--- src/rtl/n4_b10_downcounter.sv ---
// Four-digit BCD down-counter with synchronous clamped load and ripple borrow-out.
// Define N4_B10_DOWNCOUNTER_SATURATE_EN to make it hold at 0000 instead of wrapping to 9999.

module n4_b10_digit (
  input  logic       m_clock,
  input  logic       m_reset_,
  input  logic       load,
  input  logic       en,
  input  logic       hold,
  input  logic [3:0] d,
  output logic [3:0] q,
  output logic       borrow
);

  logic [3:0] d_clamped;
  logic [3:0] q_dec;

  assign d_clamped = (d > 4'd9) ? 4'd9 : d;
  assign q_dec     = (q == 4'd0) ? 4'd9 : q - 4'd1;

  // Borrow is taken from the enable even when hold blocks the step, so eu keeps pulsing at zero
  assign borrow = en & (q == 4'd0);

  always_ff @(posedge m_clock or negedge m_reset_) begin
    if (!m_reset_) begin
      q <= 4'd0;
    end else if (load) begin
      q <= d_clamped;
    end else if (en && !hold) begin
      q <= q_dec;
    end
  end

endmodule

module n4_b10_downcounter (
  input  logic       m_clock,
  input  logic       m_reset_,
  input  logic       m_ei,
  input  logic       m_load,
  input  logic [3:0] d03_d00,
  input  logic [3:0] d13_d10,
  input  logic [3:0] d23_d20,
  input  logic [3:0] d33_d30,
  output logic       eu,
  output logic       zero,
  output logic [3:0] q03_q00,
  output logic [3:0] q13_q10,
  output logic [3:0] q23_q20,
  output logic [3:0] q33_q30
);

  logic [3:0] d_digit [4];
  logic [3:0] q_digit [4];
  logic [4:0] chain;
  logic       hold;

  assign d_digit[0] = d03_d00;
  assign d_digit[1] = d13_d10;
  assign d_digit[2] = d23_d20;
  assign d_digit[3] = d33_d30;

  assign q03_q00 = q_digit[0];
  assign q13_q10 = q_digit[1];
  assign q23_q20 = q_digit[2];
  assign q33_q30 = q_digit[3];

  assign zero     = (q_digit[0] == 4'd0) && (q_digit[1] == 4'd0) &&
                    (q_digit[2] == 4'd0) && (q_digit[3] == 4'd0);
  assign chain[0] = m_ei & ~m_load;
  assign eu       = chain[4];

`ifdef N4_B10_DOWNCOUNTER_SATURATE_EN
  assign hold = zero;
`else
  assign hold = 1'b0;
`endif

  // Each digit's enable is the borrow of the digit below it
  for (genvar k = 0; k < 4; k++) begin : g_digit
    n4_b10_digit u_digit (
      .m_clock  (m_clock),
      .m_reset_ (m_reset_),
      .load     (m_load),
      .en       (chain[k]),
      .hold     (hold),
      .d        (d_digit[k]),
      .q        (q_digit[k]),
      .borrow   (chain[k+1])
    );
  end

endmodule
--- config.mk ---
export PLATFORM = sky130hd
export DESIGN_NAME = n4_b10_downcounter
export DESIGN_NICKNAME = d
export VERILOG_FILES = /design/src/rtl/n4_b10_downcounter.sv
export SDC_FILE = /design/constraint.sdc
export NUM_CORES = 1
export LEC_CHECK = 0
export CAP_MARGIN = 20
export CORE_MARGIN = 2
export CORE_UTILIZATION = 25
export CTS_CLUSTER_DIAMETER = 50
export DETAILED_ROUTE_END_ITERATION = 10
export HOLD_SLACK_MARGIN = 0.06
export MAX_ROUTING_LAYER = met4
export PLACE_DENSITY = 0.55
export SYNTH_ARGS = -nofsm -noshare
export SYNTH_HDL_FRONTEND = slang
export SYNTH_SLANG_ARGS = --single-unit
--- constraint.sdc ---
create_clock -name m_clock -period 2 [get_ports m_clock]
set_input_delay 0.2 -clock m_clock [delete_from_list [all_inputs] [get_ports m_clock]]
set_output_delay 0.2 -clock m_clock [all_outputs]
set_load 0.005 [all_outputs]
# Word level (Yosys, flattened, before mapping)
# Cells that the tools add are included.
dict set report totals {
  in_bits 20
  elab_cells 45
  out_inout_bits 18
  ff_bits 16
}
dict set report op_classes {
  reduce_logical 11
  mux 16
  n_bitwise 6
  n_lt_le_gt_ge 4
  n_addsub 4
}
# op count
set ops {}
lappend ops {{2-to-1 mux 4 bit} 16}
lappend ops {{> comparator 4 bit, second input constant} 4}
lappend ops {{zero test 4 bit} 4}
lappend ops {{subtractor 4 x 1 -> 4 bit, second input constant} 4}
lappend ops {{nonzero test 2 bit} 4}
lappend ops {{AND 1 bit} 5}
lappend ops {{logical AND 1 bit} 3}
lappend ops {{inverter 1 bit} 1}

# Depth between registers and ports, before layout
# Gate-level depths: netlist of the first run.
dict set report depth {
  depth_word 7
  ltp_mapped 6
  mapped_depth_nobuf 4
}

# Cells and area by module
# Synthesis of the first run repeated with hierarchy kept, for this count alone.
dict set report hier_totals {
  hier_cells 115
  area_unflattened_um2 1109.8
}
# module cells_each seq_area_each_um2 area_per_inst_um2 instances
set by_module_without_submodules {}
lappend by_module_without_submodules {n4_b10_digit 27 100.1 266.5 4}
lappend by_module_without_submodules {n4_b10_downcounter 7 0.0 43.8 1}

# Least setup slack after synthesis of the first run
# Ideal clock, no wire load.
dict set report synth_path {
  path_kind {reg-to-output}
  startpoint {register g_digit[3].u_digit.q[1]}
  endpoint {output port eu}
  t_required_ns 1.800
  arrival_ns 1.601
  setup_slack_ns 0.199
  n_path_buf 0
  path_stages_with_launch 4
  path_cell_list {dfrtp_1 > or3_2 > or4_1 > nor3_1}
}
dict set report synth_between {
  elab_chain_cells 2
}
# element line
set synth_rtl {}
lappend synth_rtl {{from (decl)} 11} ;# output logic [3:0] q,
lappend synth_rtl {{from (signal assigned)} 28} ;# q <= d_clamped;
lappend synth_rtl {{from (signal assigned)} 30} ;# q <= q_dec;
lappend synth_rtl {{zero test 4 bit} 22} ;# assign borrow = en & (q == 4'd0);
lappend synth_rtl {{AND 1 bit} 22}
lappend synth_rtl {{to (decl)} 45} ;# output logic eu,
# Every way passes these cells.

# Final worst setup path of the first run
dict set report layout_path {
  startpoint {register g_digit[3].u_digit.q[1]}
  endpoint {output port zero}
}
dict set report layout_between {
  elab_chain_cells 2
}
# element line
set layout_rtl {}
lappend layout_rtl {{zero test 4 bit} 69} ;# (q_digit[2] == 4'd0) && (q_digit[3] == 4'd0);
lappend layout_rtl {{logical AND 1 bit} 69}
lappend layout_rtl {{to (decl)} 46} ;# output logic zero,
# Every way passes these cells.

==> qor.csv, run 1 <==
stage;metric;value;unit
worst_setup_path;critical path class;reg2out;
synthesis;Mapped Cells;111;
detailed_routing;wire per inst;12.9;um
outcome;violated checks;setup timing;
synthesis;top cell type's share of synthesized area;41.4;%
floorplanning;core area;0.00369;mm2
worst_setup_path;CP top delay family;simple AND/OR/NAND/NOR gates;
global_routing;largest net degree at the start of global routing;17;
sta;Final Skew;0.00384;ns
worst_setup_path;CP arrival;1.82;ns
synthesis;Cell variety after synth;34;
cts;Root Driver;clkbuf_8;
detailed_routing;residual DRC count;0;
sta;# setup viols final;1;
worst_setup_path;startpoint types;flip-flop;
worst_hold_path;Min-Delay Path Class;in2async;
worst_setup_path;flop2flop setup slack;0.09;ns
synthesis;main area contributors after synthesis;dfrtp_1 41%, o21ai_0 7.2%, nor2_1 4.3%, mux2i_1 4.1%, nand2_1 3.5%;
cts;clk buf depth;2;
floorplanning;Die Area;0.00438;mm2
worst_setup_path;CP endpoint kind;output pin;
layout;Biggest register;g_digit.u_digit.q;
layout;ant diodes;0;
sta;Worst-Margin Slew;0.733;ns
global_routing;vias in the first global route;1047;
cts;H-tree depth;1;
floorplanning;Site Rows;22;
global_routing;all-layer global routing usage;14.2;%
sta;hold slack;0.386;ns
synthesis;Post-synth EDFFs;0;
synthesis;sequential-to-total area share from yosys stat;41.4;%
pwr;worst vdd ir;360;uV
cts;CTS tree;done;
detailed_routing;First DRT Iteration DRCs;35;
detailed_routing;DRT Pass-1 Iters;4;
cts;Worst-Skew Late Latency;0.25;ns
cts;CTS Hold Bufs;0;
synthesis;Synth warnings;0;
sta;clock period minus worst slack;2.02;ns
synthesis;top-count cell post-synth;dfrtp_1;
sta;final count of hold timing violations;0;
cts;clk sinks;16;
flow_run;max-cap violations;0;
sta;Tcrit/Tclk final;101;%
floorplanning;Die Width;66.2;um
placed_design;Final GP Congestion;0.815;
synthesis;Mean Syn Cell Area;8.71;um2
detailed_routing;total wire length;2.84;mm
synthesis;Commonest cells post-synth;16 x dfrtp_1, 14 x o21ai_0, 11 x nor2_1;
sta;setup ws final;-0.0150;ns
synthesis;asr flop ratio synth;100;%
outcome;status;complete, but fails checks;
worst_setup_path;slowest library cell on the worst path;or4_4;
synthesis;Syn Nets;131;
cts;Worst-path clk slew;0.06;ns
placed_design;DP Area;0.00155;mm2
synthesis;Synth Cell Area;967;um2
sta;Max-slew headroom;51.0;%
placed_design;port buffer count;37;
layout;top flop regs;g_digit.u_digit.q (16);
floorplanning;IO Count;38;
detailed_routing;Vias/cell;4.80;
worst_setup_path;Critical Path RT;1.80;ns
pwr;P per Cell Area;611;mW/mm2
sta;Slew Limit Fails;0;
pwr;Static Leak;0.687;nW
worst_setup_path;Buf+Inv Stages, Crit Path;1;
synthesis;number of synthesized register bits;16;
detailed_routing;antenna viol nets, final;0;
layout;Area growth syn-to-layout;68.8;%
sta;Peak Freq;496;MHz
synthesis;leading area contributor after synthesis;dfrtp_1;
detailed_routing;Via Count;1057;
global_routing;first-pass GRT wire length;4.75;mm
floorplanning;initial core utilization;26.2;%
layout;layout cells sized above 1;21.5;%
worst_setup_path;CP peak stage delay;0.53;ns
global_routing;gr ovfl total;0;
cts;Num CTS Buffers;3;
worst_setup_path;critical-path cell list;or3_4 > or4_4 > nor3_2 > buf_2;
synthesis;ys flop type;dfrtp_1;
layout;final net count;193;
placed_design;dpl hpwl;2.20;mm
layout;max reg flops;16;
layout;fin area;0.00163;mm2
sta;RSZ-0062 raised after global routing;true;
worst_setup_path;CP max FO;3;
global_routing;initial antenna violation count;0;
floorplanning;die height;66.2;um
## layout by cell type, fill, tap and decap left out
master / Yosys / routed
dfrtp_1: 16 / 16
clkbuf_8: 0 / 4
o21bai_1: 1 / 1
or3_1: 3 / 3
o2bb2ai_1: 1 / 1
nand3_1: 1 / 1
or4_1: 3 / 2
clkdlybuf4s50_1: 0 / 35
nor4_4: 1 / 2
nand2_1: 9 / 9
o21ai_0: 14 / 14
nor3_1: 5 / 3
o22ai_1: 1 / 1
or2b_1: 1 / 1
or3b_1: 1 / 1
inv_1: 4 / 4
xor2_1: 2 / 2
a21o_1: 1 / 1
or2_2: 1 / 1
mux2i_1: 4 / 4
or4_4: 0 / 1
or3_4: 0 / 1
xnor2_1: 2 / 2
nor4_1: 1 / 1
o31a_1: 1 / 1
a32oi_1: 1 / 1
o21a_1: 3 / 3
nor3_2: 0 / 2
a21oi_1: 6 / 6
o211ai_1: 2 / 2
nor3b_1: 2 / 2
a31oi_1: 2 / 2
buf_4: 0 / 24
nor2_1: 11 / 11
nand4_1: 3 / 3
buf_2: 0 / 2
nor2b_1: 2 / 2
## timing repair
item,in CTS,in global routing
endpoints found under the hold margin,0,0
setup buffers,0,1
pin swaps,4,4
gates resized for setup,12,1
setup endpoints to repair,2,2
## path summary, 6_finish.rpt
kind                                              start                       to  depth (start not counted)
worst max-delay path            g_digit[3].u_digit.q[1]                     zero                          4
worst min-delay path                           m_reset_  g_digit[3].u_digit.q[0]                          1
worst max register to register  g_digit[1].u_digit.q[1]  g_digit[1].u_digit.q[2]                          5
worst min register to register  g_digit[3].u_digit.q[2]  g_digit[3].u_digit.q[3]                          3
max in group asynchronous                      m_reset_  g_digit[1].u_digit.q[0]                          1
min in group m_clock                         d03_d00[2]  g_digit[0].u_digit.q[2]                          3
## per-stage QoR
| stage | TNS [ns] | power, mW | cells | utilization [%] | worst slack (ns) |
|---|---|---|---|---|---|
| 6_report | -0.0150 | 0.997 | 220 | 44.3 | -0.0150 |
| 5_1_grt | -0.119 | 1.05 | 220 | 44.3 | -0.0718 |
| 4_1_cts | -0.169 | 1.00 | 219 | 44.0 | -0.108 |
| 3_5_place_dp | -0.531 | 0.705 | 215 | 42.1 | -0.282 |
| 3_3_place_gp | -0.466 | 0.698 | 215 | 42.1 | -0.251 |
| 2_1_floorplan | 0 | 0.503 | 111 | - | 0.199 |
## cells by family (layout without fill, tap and decap cells)
group | count (synthesis) | after routing | synth area share [%]
multiplexers | 4 | 4 | 4.14
AND/OR/NAND/NOR | 46 | 46 | 27.2
buffers and inverters | 8 | 69 | 3.23
flip-flops | 16 | 16 | 41.4
XOR/XNOR | 4 | 4 | 3.62
AO/OA/AOI/OAI | 33 | 33 | 20.4
## routing by layer
metal	part of all wire (%)	vias up	GRT usage, %
met4	1.5	0	4.34
met3	4.0	4	3.07
met1	46	500	17.8
li1	-	527	-
met2	48	26	22.9
met5	0	-	-
## power by group
part / total [mW] / internal (mW) / switching (mW)
Clock: 0.290 / 0.175 / 0.115
Combinational: 0.320 / 0.190 / 0.130
Sequential: 0.388 / 0.356 / 0.0319
Total: 0.997 / 0.720 / 0.278
## layout make-up
cell class,instances,area (um2)
fill,385,2060
multi-input combinational,87,562
timing repair buffer,61,541
sequential,16,400
tap,48,60.1
clock buffer,4,55.1
inverter,4,15.0
Note: power is estimated with default switching activity, not from simulation.
==> run 2: changes to the inputs <==
--- a/config.mk
+++ b/config.mk
@@ -11,7 +11,6 @@
 export CTS_CLUSTER_DIAMETER = 50
 export DETAILED_ROUTE_END_ITERATION = 10
 export HOLD_SLACK_MARGIN = 0.06
-export MAX_ROUTING_LAYER = met4
 export PLACE_DENSITY = 0.55
 export SYNTH_ARGS = -nofsm -noshare
 export SYNTH_HDL_FRONTEND = slang
==> run 2 against run 1 <==
  * The flow still finishes with violations (setup timing)
  * Final cell count is the same
  * Global-route usage shrank 0.40 points
  * Sequential power is essentially flat
  * First-iteration DRC count shrank 11%
  * Wire length grew 0.53%
  * Sequential share of layout area is the same
  * Non-clock buffer count is the same
  * Design area is the same
  * Maximum frequency is essentially flat
  * Core utilization is the same
  * Largest cell class unchanged
  * Highest routed layer unchanged
==> qor.csv, run 2 (synthesis gave the netlist of run 1 again) <==
stage;metric;value;unit
detailed_routing;antenna viol nets, final;0;
sta;Final Skew;0.00395;ns
placed_design;dpl hpwl;2.20;mm
sta;TNS Setup;-0.0153;ns
worst_setup_path;FF-to-FF End;g_digit[1].u_digit.q[2];
worst_setup_path;critical path class;reg2out;
floorplanning;Die Area;0.00438;mm2
sta;Worst-Margin Slew;0.733;ns
global_routing;first-pass GRT wire length;4.73;mm
outcome;violated checks;setup timing;
pwr;P per Cell Area;612;mW/mm2
worst_setup_path;Reg2Reg Depth;5;
detailed_routing;DRT Pass-1 Iters;4;
worst_setup_path;Critical Path RT;1.80;ns
worst_setup_path;startpoint types;flip-flop;
layout;most common cell after layout, fill and taps aside;clkdlybuf4s50_1;
layout;top flop regs;g_digit.u_digit.q (16);
placed_design;port buffer count;37;
worst_setup_path;CP arrival;1.82;ns
detailed_routing;Via Count;1059;
detailed_routing;metal2 WL;1.38;mm
layout;Seq. cell area;400;um2
cts;Worst-Skew Late Latency;0.25;ns
pwr;total power;0.999;mW
detailed_routing;top sig layer;met4;
floorplanning;Die Width;66.2;um
sta;Max-slew headroom;51.0;%
worst_setup_path;Buf+Inv Stages, Crit Path;1;
sta;setup ws final;-0.0153;ns
floorplanning;IO Count;38;
layout;ant diodes;0;
sta;Tcrit/Tclk final;101;%
global_routing;initial antenna violation count;0;
cts;Num CTS Buffers;3;
flow_run;max-cap violations;0;
layout;Util after Layout;44.3;%
worst_setup_path;CP max FO;3;
global_routing;gr ovfl total;0;
global_routing;largest net degree at the start of global routing;17;
cts;Root Driver;clkbuf_8;
worst_setup_path;CP endpoint kind;output pin;
worst_setup_path;critical-path cell list;or3_4 > or4_4 > nor3_2 > buf_2;
layout;commonest cells after routing, fill and taps aside;35 x clkdlybuf4s50_1, 24 x buf_4, 16 x dfrtp_1;
cts;clk buf depth;2;
layout;Area growth syn-to-layout;68.8;%
placed_design;Final GP Congestion;0.803;
detailed_routing;Vias/cell;4.81;
pwr;worst vdd ir;360;uV
floorplanning;Site Rows;22;
cts;CTS Hold Bufs;0;
worst_setup_path;CP top delay family;simple AND/OR/NAND/NOR gates;
cts;CTS tree;done;
cts;H-tree depth;1;
sta;Peak Freq;496;MHz
detailed_routing;residual DRC count;0;
worst_setup_path;slowest library cell on the worst path;or4_4;
sta;clock period minus worst slack;2.02;ns
sta;# setup viols final;1;
floorplanning;die height;66.2;um
sta;RSZ-0062 raised after global routing;true;
worst_hold_path;Min-Delay Path Class;in2async;
global_routing;all-layer global routing usage;13.8;%
detailed_routing;wire per inst;13.0;um
detailed_routing;total wire length;2.86;mm
layout;max reg flops;16;
layout;layout cells sized above 1;21.5;%
detailed_routing;metal3 WL;102;um
layout;Layout fillers;385;
sta;final count of hold timing violations;0;
cts;clk sinks;16;
outcome;status;complete, but fails checks;
detailed_routing;met1 wire length;1.33;mm
global_routing;vias in the first global route;1050;
sta;Slew Limit Fails;0;
detailed_routing;First DRT Iteration DRCs;31;
layout;Biggest register;g_digit.u_digit.q;
floorplanning;core area;0.00369;mm2
worst_setup_path;Reg2Reg Launch Point;g_digit[1].u_digit.q[1];
layout;Multi-input gate area;562;um2
layout;final net count;193;
worst_setup_path;CP peak stage delay;0.53;ns
sta;hold slack;0.385;ns
pwr;Static Leak;0.687;nW
cts;Worst-path clk slew;0.07;ns
floorplanning;initial core utilization;26.2;%
worst_setup_path;flop2flop setup slack;0.09;ns
-- run 2: cell counts in the layout (fill, tap and decap cells not counted) --
Identical to the previous run, type by type.
-- run 2: how the worst max path moves through the flow --
stage                                  from    to  slack (ns)  cells past startpoint
floorplan           g_digit[3].u_digit.q[1]    eu        0.20                      3
global placement    g_digit[3].u_digit.q[1]    eu       -0.25                      4
detailed placement  g_digit[2].u_digit.q[0]    eu       -0.28                      5
CTS                 g_digit[1].u_digit.q[3]  zero       -0.11                      5
global route        g_digit[3].u_digit.q[1]  zero       -0.07                      4
finish              g_digit[3].u_digit.q[1]  zero       -0.02                      4
-- run 2: repair_timing --
action                     4_1_cts  5_1_grt
setup buffers                    0        1
setup endpoints to repair        2        2
resized for setup               12        1
pin swaps                        4        4
-- run 2: final cells by class --
| type | count | share of cell area [%] |
|---|---|---|
| flip-flops and latches | 16 | 24.5 |
| multi-input cells | 87 | 34.4 |
| inverters | 4 | 0.920 |
| clock buffers | 4 | 3.37 |
| repair buffers | 61 | 33.1 |
| well taps | 48 | 3.68 |
-- run 2: metrics by stage --
stage | area, um2 | instances | setup WS (ns)
after floorplan | 967 | 111 | 0.199
after global placement | 1550 | 215 | -0.251
after detailed placement | 1550 | 215 | -0.282
after CTS | 1620 | 219 | -0.108
after global routing | 1630 | 220 | -0.0719
final | 1630 | 220 | -0.0153
-- run 2: report_power, final --
group	internal [mW]	switching (mW)
Clock	0.175	0.116
Combinational	0.190	0.131
Sequential	0.356	0.0319
Total	0.720	0.279
-- run 2: worst register-to-register path, stage by stage, from the launching register on --
cell and delay, ns:
dfrtp_1 0.42, buf_4 0.16, or4_1 0.56, or4_1 0.42
a21oi_1 0.17, a21o_1 0.11
-- run 2: metal layers --
| metal | up-vias | global-route usage [%] |
|---|---|---|
| li1 | 529 | - |
| met1 | 503 | 17.6 |
| met2 | 23 | 23.0 |
| met3 | 4 | 3.07 |
| met4 | 0 | 4.34 |
| met5 | - | 0 |
==> patch: new RTL, config.mk and constraints of run 1 <==
The option `N4_B10_DOWNCOUNTER_SATURATE_EN` is turned on by a define.
--- a/src/rtl/n4_b10_downcounter.sv
+++ b/src/rtl/n4_b10_downcounter.sv
@@ -1,4 +1,6 @@
 // Four-digit BCD down-counter with synchronous clamped load and ripple borrow-out.
 // Define N4_B10_DOWNCOUNTER_SATURATE_EN to make it hold at 0000 instead of wrapping to 9999.
+
+`define N4_B10_DOWNCOUNTER_SATURATE_EN
 
 module n4_b10_digit (
Formal check against the unedited RTL: not equivalent (Yosys sat finds a counterexample within 4 cycles, from zero or initial values and one cycle with m_reset_ low).
==> patch against run 1 <==
Die area increased by 8.6%; sequential cell count stayed put; synthesized cell count rose by 2.7%; total power up 6.3%; core utilization decreased by 1.8 points; synthesized area up 9.2%; routed wire length is 13% higher; setup slack gained 0.16 ns; largest power group is now combinational logic; design area grew 4.8%.
==> patch: results <==
set metrics [dict create \
    p_leak_nw 0.711 \
    timing.hold.ws_ns 0.269 \
    tap-cell-count 50 \
    status "complete, no violations" \
    routed_via_density 5.01 \
    slowest_delay_ns 0.40 \
    cts.repair.resized 4 \
    grt_pass1_wl_um 5130 \
    worstPathArrival_ns 1.65 \
    placed_cells 223 \
    post-dp-hpwl_um 2530 \
    multi_input_area_um2 644 \
    crit_slowest_cell "dfrtp_1" \
    rr_endpoint "g_digit[2].u_digit.q[1]$_DFFE_PN0P_" \
    synth_commonest_cells "16 x dfrtp_1, 13 x o21ai_0, 12 x nand2_1" \
    place_congestion 0.721 \
    nonClkBufAreaFrac_pct 32.0 \
    pre_cts_ws_ns -0.0520 \
    multi_input_gates 92 \
    drive_gt1_share_pct 23.3 \
    reg2reg_from "g_digit[2].u_digit.q[1]$_DFFE_PN0P_" \
    ir_drop_mv 0.228 \
    nFillCells 402 \
    ys_seq_area_share_pct 37.9 \
    worst_pin_slew_ns 0.411 \
    grt_pass1_vias 1107 \
    clkCellAreaFrac_pct 2.41 \
    fin_area_um2 1710 \
]
## patch: changes by cell type after synthesis, sizes merged, moves of 2 or more
| cell | delta |
|---|---|
| nand2 | +3 |
| nor4 | +3 |
| clkbuf | -2 |
| o211ai | -2 |
| or3 | -2 |
| or4 | -3 |
| mux2 | +3 |
| nor2 | -5 |
| xor2 | -2 |
## patch: cells by family (layout without fill, tap and decap cells)
group | count (synthesis) | in the layout | synth area share (%)
and+or+nand+nor | 47 | 47 | 29.6
AOI/OAI and AO/OA | 37 | 37 | 22.5
DFF | 16 | 16 | 37.9
muxes | 7 | 7 | 6.99
buffers and inverters | 6 | 68 | 2.13
xor gates and xnor gates | 1 | 1 | 0.830
## patch: worst max path at each step
stage                                        startpoint                                  end  slack, ns  cells after the start
floorplan           g_digit[2].u_digit.q[1]$_DFFE_PN0P_  g_digit[2].u_digit.q[0]$_DFFE_PN0P_       0.31                      4
global placement                                   m_ei                                   eu      -0.05                      4
detailed placement                                 m_ei                                   eu      -0.05                      4
CTS                 g_digit[3].u_digit.q[1]$_DFFE_PN0P_                                   eu       0.15                      4
global route        g_digit[1].u_digit.q[1]$_DFFE_PN0P_                                   eu       0.02                      4
finish              g_digit[1].u_digit.q[1]$_DFFE_PN0P_                                   eu       0.15                      4
## patch: power breakdown
part	internal (mW)	leakage (nW)	total, mW	switching [mW]
clock network	0.134	0.0216	0.243	0.110
registers	0.363	0.194	0.401	0.0379
logic	0.238	0.496	0.416	0.178
## patch: per-layer routing
| metal | routed length (µm) | track usage [%] | up-vias |
|---|---|---|---|
| met5 | 0 | - | - |
| met4 | 50 | 6.86 | 0 |
| met3 | 86 | 0.974 | 4 |
| met2 | 1650 | 26.2 | 27 |
| met1 | 1410 | 18.0 | 541 |
| li1 | - | - | 561 |
